**src/rtl/watchdog_reset_ctrl.sv**
```systemverilog
// ---------------------------------------------------------------------------
// watchdog_reset_ctrl
//
// Escalation controller placed behind a watchdog timer. A timeout first
// raises a warning interrupt and opens a grace window for software to
// acknowledge. Without an acknowledge it requests a timed system reset and
// kicks the watchdog. After MAX_RESETS escalations it locks the system in
// reset until rst_n is asserted.
//
// Ports:
//   clk          system clock, rising edge
//   rst_n        asynchronous active-low reset
//   timeout      level timeout from the watchdog timer
//   irq_ack      software acknowledge (pulse or level), honoured in WARN
//   count_clr    clears reset_count, honoured in IDLE
//   wdt_irq      warning interrupt, high in WARN
//   wdt_clear    watchdog kick, high in CLEAR and RESET
//   sys_rst      system reset request, high in RESET and LOCKED
//   lockout      high in LOCKED
//   reset_count  saturating escalation count
//   state_o      current state encoding (debug)
// ---------------------------------------------------------------------------
module watchdog_reset_ctrl #(
  parameter int unsigned GRACE_CYCLES = 16,
  parameter int unsigned RST_PULSE    = 8,
  parameter int unsigned MAX_RESETS   = 3
) (
  input  logic       clk,
  input  logic       rst_n,
  input  logic       timeout,
  input  logic       irq_ack,
  input  logic       count_clr,
  output logic       wdt_irq,
  output logic       wdt_clear,
  output logic       sys_rst,
  output logic       lockout,
  output logic [3:0] reset_count,
  output logic [2:0] state_o
);

  typedef enum logic [2:0] {
    IDLE   = 3'd0,
    WARN   = 3'd1,
    CLEAR  = 3'd2,
    RESET  = 3'd3,
    LOCKED = 3'd4
  } state_t;

  localparam logic [7:0] GRACE_LAST = 8'(GRACE_CYCLES - 1);
  localparam logic [7:0] PULSE_LAST = 8'(RST_PULSE - 1);
  localparam logic [3:0] MAX_COUNT  = 4'(MAX_RESETS);

  state_t     state_q, state_d;
  logic [7:0] graceCnt_q, graceCnt_d;
  logic [7:0] pulseCnt_q, pulseCnt_d;
  logic [3:0] resetCount_q, resetCount_d;

  // State and counter registers; rst_n aborts any activity immediately.
  always_ff @(posedge clk or negedge rst_n) begin
    if (!rst_n) begin
      state_q      <= IDLE;
      graceCnt_q   <= 8'd0;
      pulseCnt_q   <= 8'd0;
      resetCount_q <= 4'd0;
    end else begin
      state_q      <= state_d;
      graceCnt_q   <= graceCnt_d;
      pulseCnt_q   <= pulseCnt_d;
      resetCount_q <= resetCount_d;
    end
  end

  // Next-state logic. In WARN the acknowledge is tested before expiry so an
  // ack on the final grace cycle still avoids escalation.
  always_comb begin
    state_d      = state_q;
    graceCnt_d   = graceCnt_q;
    pulseCnt_d   = pulseCnt_q;
    resetCount_d = resetCount_q;
    unique case (state_q)
      IDLE: begin
        if (count_clr) begin
          resetCount_d = 4'd0;
        end
        if (timeout) begin
          state_d    = WARN;
          graceCnt_d = 8'd0;
        end
      end
      WARN: begin
        graceCnt_d = graceCnt_q + 8'd1;
        if (irq_ack) begin
          state_d = CLEAR;
        end else if (graceCnt_q == GRACE_LAST) begin
          state_d    = RESET;
          pulseCnt_d = 8'd0;
          if (resetCount_q != 4'hF) begin
            resetCount_d = resetCount_q + 4'd1;
          end
        end
      end
      CLEAR: begin
        if (!timeout) begin
          state_d = IDLE;
        end
      end
      RESET: begin
        pulseCnt_d = pulseCnt_q + 8'd1;
        if (pulseCnt_q == PULSE_LAST) begin
          state_d = (resetCount_q >= MAX_COUNT) ? LOCKED : CLEAR;
        end
      end
      LOCKED: begin
        state_d = LOCKED;
      end
      default: begin
        state_d = IDLE;
      end
    endcase
  end

  // Moore outputs decoded from registered state only.
  assign wdt_irq     = (state_q == WARN);
  assign wdt_clear   = (state_q == CLEAR) || (state_q == RESET);
  assign sys_rst     = (state_q == RESET) || (state_q == LOCKED);
  assign lockout     = (state_q == LOCKED);
  assign reset_count = resetCount_q;
  assign state_o     = state_q;

endmodule
```
**config.mk**
```make
export PLATFORM = sky130hd
export DESIGN_NAME = watchdog_reset_ctrl
export DESIGN_NICKNAME = d
export VERILOG_FILES = /design/src/rtl/watchdog_reset_ctrl.sv
export SDC_FILE = /design/constraint.sdc
export NUM_CORES = 1
export LEC_CHECK = 0
export CORE_UTILIZATION = 44
export CTS_BUF_LIST = sky130_fd_sc_hd__clkbuf_4
export DETAILED_ROUTE_END_ITERATION = 10
export DONT_BUFFER_PORTS = 1
export PLACE_DENSITY = 0.67
export REMOVE_ABC_BUFFERS = 1
export SLEW_MARGIN = 20
export SYNTH_ARGS = -nofsm -noshare
export SYNTH_HDL_FRONTEND = slang
export SYNTH_SLANG_ARGS = --single-unit
```
**constraint.sdc**
```tcl
create_clock -name clk -period 3.55 [get_ports clk]
set_input_delay 0 -clock clk [delete_from_list [all_inputs] [get_ports clk]]
set_output_delay 0 -clock clk [all_outputs]
set_load 0.03 [all_outputs]
```
==> out/metrics.csv, run 1 <==
stage,metric,value,unit
worst_setup_path,cp-start-kind,register,
routing,detail_route.wl_per_cell,15.1,um
yosys,synth_compound_area_share,22.9,%
timing,rsz0062_at_grt,no,
clock_tree,clock_latency,300,ps
timing,period_needed,2240,ps
routing,viasPerCell,6.15,
yosys,synth_top_cell_by_area,dfrtp_1,
global_routing,antenna_found_initial,0,
clock_tree,cts_sinks,23,
power_and_ir_drop,p_leak,0.632,nW
floorplan,num_rows,19,
worst_setup_path,path_max_fanout,20,
clock_tree,clk_pin_slew,120,ps
timing,relSlewSlack,44.9,%
worst_setup_path,startpoint,state_o[1]$_DFFE_PN0P_,
clock_tree,clock-root-buffer,clkbuf_4,
floorplan,core,2830,um^2
yosys,synth-seq-cells,23,
clock_tree,cts_tree,done,
yosys,syn-mean-instance-area,9.48,um^2
timing,drv_slew,0,
power_and_ir_drop,power.density_cell_area,716,nW/um^2
worst_hold_path,hp-class,input port to register,
job,max_cap_viol_count,0,
worst_hold_path,worstHoldStart,timeout,
routing,drc,0,
yosys,synthMuxAreaShare,4.74,%
global_routing,grt_overflow,0,
clock_tree,htree_levels,1,
yosys,synthXorXnorAreaFrac,0,%
yosys,postSynth.asyncResetShare,100,%
routing,num_vias,1070,
placed_design,gp_congestion,0.805,
worst_setup_path,r2r_start,state_o[1]$_DFFE_PN0P_,
global_routing,grt_pass1_vias,1060,
yosys,synth.most_common_cell,dfrtp_1,
timing,worst_pin_slew,827,ps
floorplan,ios,16,
outcome,status,"finished, final reports clean",
yosys,synthSimpleGateAreaFrac,22.0,%
routing,wl,2.64,mm
floorplan,floorplan.initialDensity,47.6,%
yosys,synth_cells,142,
timing,tns,0,ps
layout,nets,152,
timing,fmax,447,MHz
layout,final_area,1400,um^2
worst_setup_path,required,3750,ps
floorplan,die-area,3290,um^2
layout,drive_above_1_share,8.39,%
placed_design,dpl.hpwl,1.94,mm
worst_setup_path,timing_worst_setup_path_type,register to register,
layout,num_antenna_cells,0,
placed_design,placed_cell_area,1350,um^2
timing,clock_skew,4.52,ps
global_routing,grt_usage,17.7,%
yosys,synth_common_cells,"dfrtp_1, nand2_1, o21ai_1, nor2_1",
routing,firstDrtPassIters,4,
yosys,synth_top_area_share,42.8,%
timing,finalHoldViolations,0,
layout,area_growth,4.18,%
clock_tree,numCtsBuffers,3,
global_routing,grt_pass1_wl,4.57,mm
worst_setup_path,end_kind,register,
yosys,yosys-top-cells-area,"dfrtp_1, a22o_1, o21ai_1",
timing,period_share,63.0,%
clock_tree,clk_path_buf_depth,2,
yosys,ys_seq_area_share,42.8,%
routing,drt_iter0_markers,25,
floorplan,fp.dieH,57.3,um
power_and_ir_drop,ir_worst_vdd,0.000562,V
worst_setup_path,worst_ep_arrival_time,2440,ps
yosys,synthDistinctLibCells,41,
yosys,synth_edf_count,0,
global_routing,grt_max_degree,24,
floorplan,die_w,57.3,um
routing,drtAntennaViolNets,0,
timing,setup_violations,0,
clock_tree,ctsResizeCount,0,
yosys,synthAdderAreaFrac,2.79,%
yosys,synth_top_family_by_area,compound AO/OA/AOI/OAI gates,
yosys,synth_ff_type,dfrtp_1,
placed_design,port_buffers,0,
yosys,netlist_area,1350,um^2
yosys,yosys_warnings,0,
-- flip-flops by register name, summed over array words and instances, names as in the netlist --
name,count
graceCnt_q,8
state_o,3
pulseCnt_q,8
reset_count,4
-- routing by layer --
| metal | wire length, um | part of all wire, % | vias up | GRT usage, % |
|---|---|---|---|---|
| met5 | 0 | 0 | - | 0 |
| met4 | 43 | 1.6 | 0 | 6.62 |
| met3 | 95 | 3.6 | 4 | 3.63 |
| met2 | 1310 | 50 | 19 | 30.8 |
| met1 | 1190 | 45 | 515 | 21.8 |
| li1 | - | - | 532 | - |
-- path summary, 6_finish.rpt --
kind	slack, ps	to	cells after the start
min reg2reg	500	graceCnt_q[2]$_DFFE_PN0P_	1
min in group asynchronous	180	pulseCnt_q[5]$_DFFE_PN0P_	2
max	1310	reset_count[0]$_DFFE_PN0P_	5
min	20	state_o[1]$_DFFE_PN0P_	3
max in group asynchronous	3040	reset_count[0]$_DFFE_PN0P_	2
max reg2reg	1310	reset_count[0]$_DFFE_PN0P_	5
-- worst max-delay path: stages, from the launching register on --
cell	delay, ps
dfrtp_1	900
or3b_1	490
clkinv_4	230
nand2_1	100
o211ai_1	110
mux2_2	300
-- power by group --
part | total [mW] | switching, mW | internal (mW)
Sequential | 0.470 | 0.139 | 0.330
Combinational | 0.408 | 0.237 | 0.171
Clock | 0.126 | 0.0751 | 0.0513
-- kinds of logic after synthesis --
| family | after synthesis |
|---|---|
| AOI/OAI and AO/OA | 47 |
| buffers and inverters | 11 |
| and+or+nand+nor | 52 |
| adders and majority gates | 3 |
| muxes | 6 |
| DFF | 23 |
-- through the flow --
stage | power (mW) | std cells | setup slack [ps] | hold WS [ps] | util [%]
2_1_floorplan | 0.787 | 135 | 1630 | -296 | -
3_3_place_gp | 0.854 | 167 | 1380 | -295 | 47.6
3_5_place_dp | 0.876 | 167 | 1330 | -295 | 47.6
4_1_cts | 1.01 | 173 | 1310 | 8.76 | 49.4
5_1_grt | 1.09 | 174 | 1190 | 33.6 | 49.6
6_report | 1.00 | 174 | 1310 | 16.9 | 49.6
-- cells in the final DEF (no fill, tap or decap), types with 2 or more instances in the layout --
master         count
o22a_1             2
mux2i_1            3
a21oi_1            7
nor2_1             8
nor2b_1            2
o21ai_0            6
nand4_1            2
clkbuf_4           4
nand2b_1           4
and3_1             4
dfrtp_1           23
mux2_2             2
nand3_1            4
inv_1              3
ha_1               3
dlygate4sd3_1      2
and2_1             3
o21ai_1           10
nand2_1           11
a22o_1             7
o21a_1             2
a21o_1             3
a31oi_1            4
nor3_1             5
nor4_1             2
-- cell type report --
cell class / instances / area (um^2)
Clock buffer: 4 / 30.0
Fill cell: 270 / 1430
Inverter: 4 / 20.0
Multi-Input combinational cell: 108 / 706
Sequential cell: 23 / 576
Tap cell: 31 / 38.8
Timing Repair Buffer: 4 / 32.5
-- timing repair --
| action | CTS | global route |
|---|---|---|
| endpoints found under the hold margin | 25 | 23 |
| hold buffers | 2 | 1 |
| buffers inserted | 0 | 0 |
No activity file was read; power rests on OpenSTA's default activity.
==> inputs of run 2 (changes only) <==
--- a/config.mk
+++ b/config.mk
@@ -5,11 +5,12 @@
 export SDC_FILE = /design/constraint.sdc
 export NUM_CORES = 1
 export LEC_CHECK = 0
+export ABC_AREA = 1
 export CORE_UTILIZATION = 44
 export CTS_BUF_LIST = sky130_fd_sc_hd__clkbuf_4
 export DETAILED_ROUTE_END_ITERATION = 10
 export DONT_BUFFER_PORTS = 1
-export PLACE_DENSITY = 0.67
+export PLACE_DENSITY = 0.69
 export REMOVE_ABC_BUFFERS = 1
 export SLEW_MARGIN = 20
 export SYNTH_ARGS = -nofsm -noshare
==> constraint.sdc (replaced) <==
create_clock -name clk -period 1.91 [get_ports clk]
set_input_delay 0 -clock clk [delete_from_list [all_inputs] [get_ports clk]]
set_output_delay 0 -clock clk [all_outputs]
set_load 0.03 [all_outputs]
==> out/metrics.csv, run 2 <==
stage,metric,value,unit,change
clock_tree,cts_sinks,23,,unchanged
floorplan,floorplan.initialDensity,47.5,%,was 47.6%
layout,drive_above_1_share,9.28,%,was 8.39%
yosys,synth_edf_count,0,,unchanged
yosys,syn-mean-instance-area,7.30,um^2,was 9.48 um^2
clock_tree,htree_levels,1,,unchanged
routing,detail_route.wl_per_cell,12.6,um,was 15.1 um
global_routing,grt_usage,19.8,%,was 17.7%
yosys,synthDistinctLibCells,25,,was 41
layout,final.fill_count,273,,was 270
floorplan,fp.dieH,57.3,um,about the same
layout,layout_common_cells,"nand2_1, nand3_1, dfrtp_1",,"was dfrtp_1, nand2_1, o21ai_1"
floorplan,die-area,3280,um^2,was 3290 um^2
worst_setup_path,path_max_fanout,8,,was 20
timing,fmax,596,MHz,
timing,tns,0,ps,unchanged
timing,rsz0062_at_grt,no,,unchanged
clock_tree,clock-root-buffer,clkbuf_4,,unchanged
placed_design,gp_congestion,0.827,,was 0.805
timing,drv_slew,0,,unchanged
timing,finalHoldViolations,0,,unchanged
yosys,yosys_warnings,0,,unchanged
floorplan,core,2830,um^2,unchanged
clock_tree,clock_latency,320,ps,was 300 ps
global_routing,antenna_found_initial,0,,unchanged
layout,nets,203,,was 152
floorplan,num_rows,19,,unchanged
placed_design,dpl.hpwl,2.15,mm,was 1.94 mm
global_routing,grt_max_degree,24,,unchanged
yosys,synth-seq-cells,23,,unchanged
power_and_ir_drop,p_leak,0.779,nW,was 0.632 nW
timing,clock_skew,2.82,ps,was 4.52 ps
placed_design,dp_slack,328,ps,was 1330 ps
global_routing,use_met1,27.0,%,was 21.8%
yosys,synth_cells,184,,was 142
clock_tree,cts_tree,done,,unchanged
global_routing,grt_pass1_wl,4.97,mm,was 4.57 mm
routing,drt_iter0_markers,61,,was 25
global_routing,use_met3,4.76,%,was 3.63%
floorplan,die_w,57.3,um,about the same
floorplan,ios,16,,unchanged
outcome,status,finished with violations,,"was finished, final reports clean"
yosys,ys_seq_area_share,42.8,%,about the same
worst_hold_path,hp-class,input port to register,,unchanged
layout,layout_commonest_cell,nand2_1,,was dfrtp_1
global_routing,grt_pass1_vias,1118,,was 1060
worst_setup_path,required,1910,ps,was 3750 ps
routing,drc,1,,was 0
job,max_cap_viol_count,0,,unchanged
timing,period_share,87.8,%,
timing,setup_violations,0,,unchanged
timing,relSlewSlack,61.9,%,was 44.9%
yosys,synth.most_common_cell,nand2_1,,was dfrtp_1
yosys,yosys-top-cells-area,"dfrtp_1, nand2_1, nand3_1",,"was dfrtp_1, a22o_1, o21ai_1"
clock_tree,numCtsBuffers,3,,unchanged
clock_tree,clk_pin_slew,130,ps,was 120 ps
layout,num_antenna_cells,0,,unchanged
worst_setup_path,timing_worst_setup_path_type,register to output port,,was register to register
worst_setup_path,end_kind,output port,,was register
layout,seqCellArea,576,um^2,unchanged
routing,wl,2.83,mm,was 2.64 mm
worst_setup_path,cp-start-kind,register,,unchanged
yosys,synth_top_cell_by_area,dfrtp_1,,unchanged
placed_design,port_buffers,0,,unchanged
outcome,violations,design-rule violations,,
routing,drtAntennaViolNets,0,,unchanged
global_routing,grt_busiest_layer,met2,,unchanged
yosys,postSynth.asyncResetShare,100,%,unchanged
layout,multiInputGateArea,674,um^2,was 706 um^2
clock_tree,post_cts_buffers,0,,unchanged
routing,firstDrtPassIters,7,,was 4
layout,area_growth,8.47,%,was 4.18%
global_routing,grt_overflow,0,,unchanged
routing,num_vias,1203,,was 1070
yosys,netlist_area,1340,um^2,was 1350 um^2
power_and_ir_drop,ir_worst_vdd,0.000634,V,was 0.000562 V
worst_setup_path,worst_ep_arrival_time,1680,ps,was 2440 ps
routing,viasPerCell,5.35,,was 6.15
timing,worst_pin_slew,567,ps,was 827 ps
timing,period_needed,1680,ps,
clock_tree,clk_path_buf_depth,2,,unchanged
power_and_ir_drop,power.density_cell_area,1420,nW/um^2,was 716 nW/um^2
yosys,synth_ff_type,dfrtp_1,,unchanged
global_routing,grtUsageMet2,30.1,%,was 30.8%
yosys,synth_common_cells,"nand2_1, dfrtp_1, nand3_1, inv_1, nor2_1",,"was dfrtp_1, nand2_1, o21ai_1, nor2_1"
yosys,synth_top_area_share,42.8,%,about the same
timing,worst_slack,233,ps,was 1310 ps
run 2: cell count changes after synthesis, moves of 6 or more:
cell and change:
nor2_1 +11, o21ai_1 -8, nand2_1 +40, a22o_1 -6, nand3_1 +19, inv_1 +19
run 2: stage by stage:
| stage | hold WS (ps) | power, mW | instance area [um^2] | utilization (%) | instances |
|---|---|---|---|---|---|
| floorplan | -296 | 1.59 | 1340 | - | 184 |
| global placement | -295 | 1.79 | 1410 | 49.7 | 218 |
| detailed placement | -295 | 1.83 | 1410 | 49.7 | 218 |
| CTS | 28.8 | 2.07 | 1450 | 51.3 | 224 |
| global route | 55.6 | 2.25 | 1460 | 51.5 | 225 |
| finish | 30.1 | 2.06 | 1460 | 51.5 | 225 |
run 2: repair_timing:
item                                   in CTS  in global routing
hold buffers                                2                  1
setup endpoints to repair                   0                  0
gates resized for setup                     0                  0
endpoints found under the hold margin      26                 23
run 2: power by group:
group,internal (mW),leakage (nW),switching (mW)
Combinational,0.319,0.455,0.685
Sequential,0.635,0.305,0.191
Clock,0.0785,0.0177,0.155
run 2: cell families after synthesis:
group	Yosys count	synth area share [%]
DFF	23	42.8
buffers and inverters	25	6.98
AOI/OAI and AO/OA	24	10.3
adders and majority gates	3	2.79
xor gates and xnor gates	1	0.652
and+or+nand+nor	108	36.4
run 2: worst paths after layout:
kind / start / to / slack, ps / depth (start not counted)
setup / recovery: state_o[2]$_DFFE_PN0P_ / sys_rst / 230 / 5
hold / removal: irq_ack / state_o[0]$_DFFE_PN0P_ / 30 / 5
setup reg to reg: state_o[2]$_DFFE_PN0P_ / reset_count[3]$_DFFE_PN0P_ / 290 / 7
hold reg to reg: graceCnt_q[3]$_DFFE_PN0P_ / graceCnt_q[3]$_DFFE_PN0P_ / 530 / 2
max in group asynchronous: rst_n / pulseCnt_q[6]$_DFFE_PN0P_ / 1380 / 2
min in group asynchronous: rst_n / graceCnt_q[2]$_DFFE_PN0P_ / 180 / 2
run 2: metal layers:
| layer | routed length [um] | part of all wire (%) | vias to the layer above |
|---|---|---|---|
| met4 | 36 | 1.3 | 0 |
| met3 | 173 | 6.1 | 4 |
| li1 | - | - | 622 |
| met5 | 0 | 0 | - |
| met1 | 1360 | 48 | 545 |
| met2 | 1250 | 44 | 32 |
run 2: layout make-up:
| cell class | count | area share [%] |
|---|---|---|
| Timing Repair Buffer | 6 | 3.26 |
| Sequential cell | 23 | 39.5 |
| Clock buffer | 3 | 1.55 |
| Inverter | 25 | 6.44 |
| Clock inverter | 1 | 0.343 |
| Multi-Input combinational cell | 136 | 46.3 |
| Tap cell | 31 | 2.66 |
run 2: critical path, cell delays in order, from the launching register on:
cell and delay (ps):
dfrtp_1 560, inv_1 180, nand2_2 110, nor2_8 160, inv_2 100, nand2_1 250
==> inputs of run 3 (changes only) <==
--- a/config.mk
+++ b/config.mk
@@ -6,11 +6,11 @@
 export NUM_CORES = 1
 export LEC_CHECK = 0
 export ABC_AREA = 1
-export CORE_UTILIZATION = 44
+export CORE_UTILIZATION = 45
 export CTS_BUF_LIST = sky130_fd_sc_hd__clkbuf_4
 export DETAILED_ROUTE_END_ITERATION = 10
 export DONT_BUFFER_PORTS = 1
-export PLACE_DENSITY = 0.69
+export PLACE_DENSITY = 0.7
 export REMOVE_ABC_BUFFERS = 1
 export SLEW_MARGIN = 20
 export SYNTH_ARGS = -nofsm -noshare
==> out/metrics.csv, run 3 (synthesis gave the netlist of run 2 again) <==
stage,metric,value,unit,change
routing,drtAntennaViolNets,0,,unchanged
worst_setup_path,worst_ep_arrival_time,1640,ps,was 1680 ps
clock_tree,clk_path_buf_depth,2,,unchanged
routing,firstDrtPassIters,4,,was 7
clock_tree,htree_levels,1,,unchanged
routing,detail_route.wl_per_cell,11.9,um,was 12.6 um
timing,finalHoldViolations,0,,unchanged
worst_hold_path,hp-class,input port to register,,unchanged
floorplan,die-area,3210,um^2,was 3280 um^2
clock_tree,cts_tree,done,,unchanged
layout,drive_above_1_share,9.79,%,was 9.28%
worst_hold_path,worstHoldStart,irq_ack,,unchanged
clock_tree,numCtsBuffers,3,,unchanged
global_routing,grt_overflow,0,,unchanged
global_routing,antenna_found_initial,0,,unchanged
placed_design,dp.cells,219,,was 218
timing,tns,0,ps,unchanged
timing,setup_violations,0,,unchanged
floorplan,ios,16,,unchanged
global_routing,grt_usage,18.9,%,was 19.8%
layout,layout_common_cells,"nand2_1, nand3_1, dfrtp_1",,unchanged
layout,num_antenna_cells,0,,unchanged
floorplan,core,2780,um^2,was 2830 um^2
outcome,status,"finished, final reports clean",,was finished with violations
layout,layout_commonest_cell,nand2_1,,unchanged
clock_tree,clock-root-buffer,clkbuf_4,,unchanged
clock_tree,post_cts_buffers,0,,unchanged
routing,num_vias,1227,,was 1203
timing,relSlewSlack,61.5,%,was 61.9%
floorplan,floorplan.initialDensity,48.3,%,was 47.5%
power_and_ir_drop,ir_worst_vdd,0.000945,V,was 0.000634 V
clock_tree,ctsResizeCount,0,,unchanged
floorplan,die_w,56.6,um,was 57.3 um
timing,hold_ws,3.29,ps,was 30.1 ps
placed_design,dpl.hpwl,2.01,mm,was 2.15 mm
clock_tree,cts_sinks,23,,unchanged
worst_setup_path,cp-start-kind,register,,unchanged
clock_tree,clk_pin_slew,120,ps,was 130 ps
worst_setup_path,path_max_fanout,8,,unchanged
layout,final_cells,225,,unchanged
clock_tree,holdBufCountCts,1,,was 2
global_routing,grt_max_degree,24,,unchanged
worst_setup_path,end_kind,output port,,unchanged
timing,clock_skew,2.59,ps,was 2.82 ps
layout,area_growth,8.47,%,unchanged
global_routing,grt_pass1_vias,1128,,was 1118
timing,rsz0062_at_grt,no,,unchanged
global_routing,grt_pass1_wl,4.78,mm,was 4.97 mm
power_and_ir_drop,power.density_cell_area,1420,nW/um^2,about the same
routing,viasPerCell,5.45,,was 5.35
clock_tree,clock_latency,300,ps,was 320 ps
worst_setup_path,required,1910,ps,about the same
floorplan,fp.dieH,56.6,um,was 57.3 um
worst_setup_path,startpoint,state_o[2]$_DFFE_PN0P_,,unchanged
layout,nets,203,,unchanged
timing,fmax,610,MHz,was 596 MHz
timing,worst_pin_slew,574,ps,was 567 ps
placed_design,port_buffers,0,,unchanged
worst_setup_path,timing_worst_setup_path_type,register to output port,,unchanged
timing,period_needed,1640,ps,was 1680 ps
timing,period_share,85.8,%,was 87.8%
routing,wl,2.68,mm,was 2.83 mm
floorplan,num_rows,19,,unchanged
timing,drv_slew,0,,unchanged
routing,drt_iter0_markers,35,,was 61
routing,drc,0,,was 1
placed_design,gp_congestion,0.834,,was 0.827
worst_setup_path,r2r_start,state_o[2]$_DFFE_PN0P_,,unchanged
power_and_ir_drop,p_leak,0.780,nW,was 0.779 nW
job,max_cap_viol_count,0,,unchanged
## run 3: cell count changes in the layout (fill, tap and decap cells not counted)
cell and delta:
dlygate4sd3_1 -1, buf_4 +1, clkinv_2 -1, clkbuf_4 +1
## run 3: routing by layer
metal  global-route usage, %  share of wire, %
met2                    29.7                47
met5                       0                 0
met3                    4.15               3.6
met1                    25.8                49
met4                    6.27              0.93
## run 3: worst max-delay path, stage by stage (launching register included)
cell     delay, ps
dfrtp_1        560
inv_1          170
nand2_2        110
nor2_8         160
inv_2           90
nand2_1        240
## run 3: where the power goes
| group | leakage (nW) | internal [mW] | switching (mW) | total [mW] |
|---|---|---|---|---|
| Sequential | 0.305 | 0.636 | 0.142 | 0.778 |
| Combinational | 0.457 | 0.331 | 0.723 | 1.05 |
| Clock | 0.0184 | 0.0955 | 0.140 | 0.235 |
## run 3: stage by stage
step	setup WS [ps]	utilization (%)	cell area, um^2	power, mW
CTS	263	52.2	1450	2.08
detailed placement	344	50.8	1410	1.83
global placement	403	50.8	1410	1.81
floorplan	433	-	1340	1.59
global route	164	52.4	1460	2.26
finish	271	52.4	1460	2.07
## run 3: path summary, 6_finish.rpt
path                                                   end  slack [ps]  cells past startpoint
max in group asynchronous        graceCnt_q[5]$_DFFE_PN0P_        1340                      2
worst max-delay path                               sys_rst         270                      5
worst min-delay path                state_o[1]$_DFFE_PN0P_           3                      4
worst max register to register  reset_count[3]$_DFFE_PN0P_         320                      7
min in group asynchronous        graceCnt_q[2]$_DFFE_PN0P_         220                      2
worst min register to register   graceCnt_q[3]$_DFFE_PN0P_         530                      2
## run 3: layout make-up
cell class	instances	area, um^2
Clock buffer	4	30.0
Fill cell	275	1320
Inverter	25	93.8
Multi-Input combinational cell	136	674
Sequential cell	23	576
Tap cell	31	38.8
Timing Repair Buffer	6	45.0
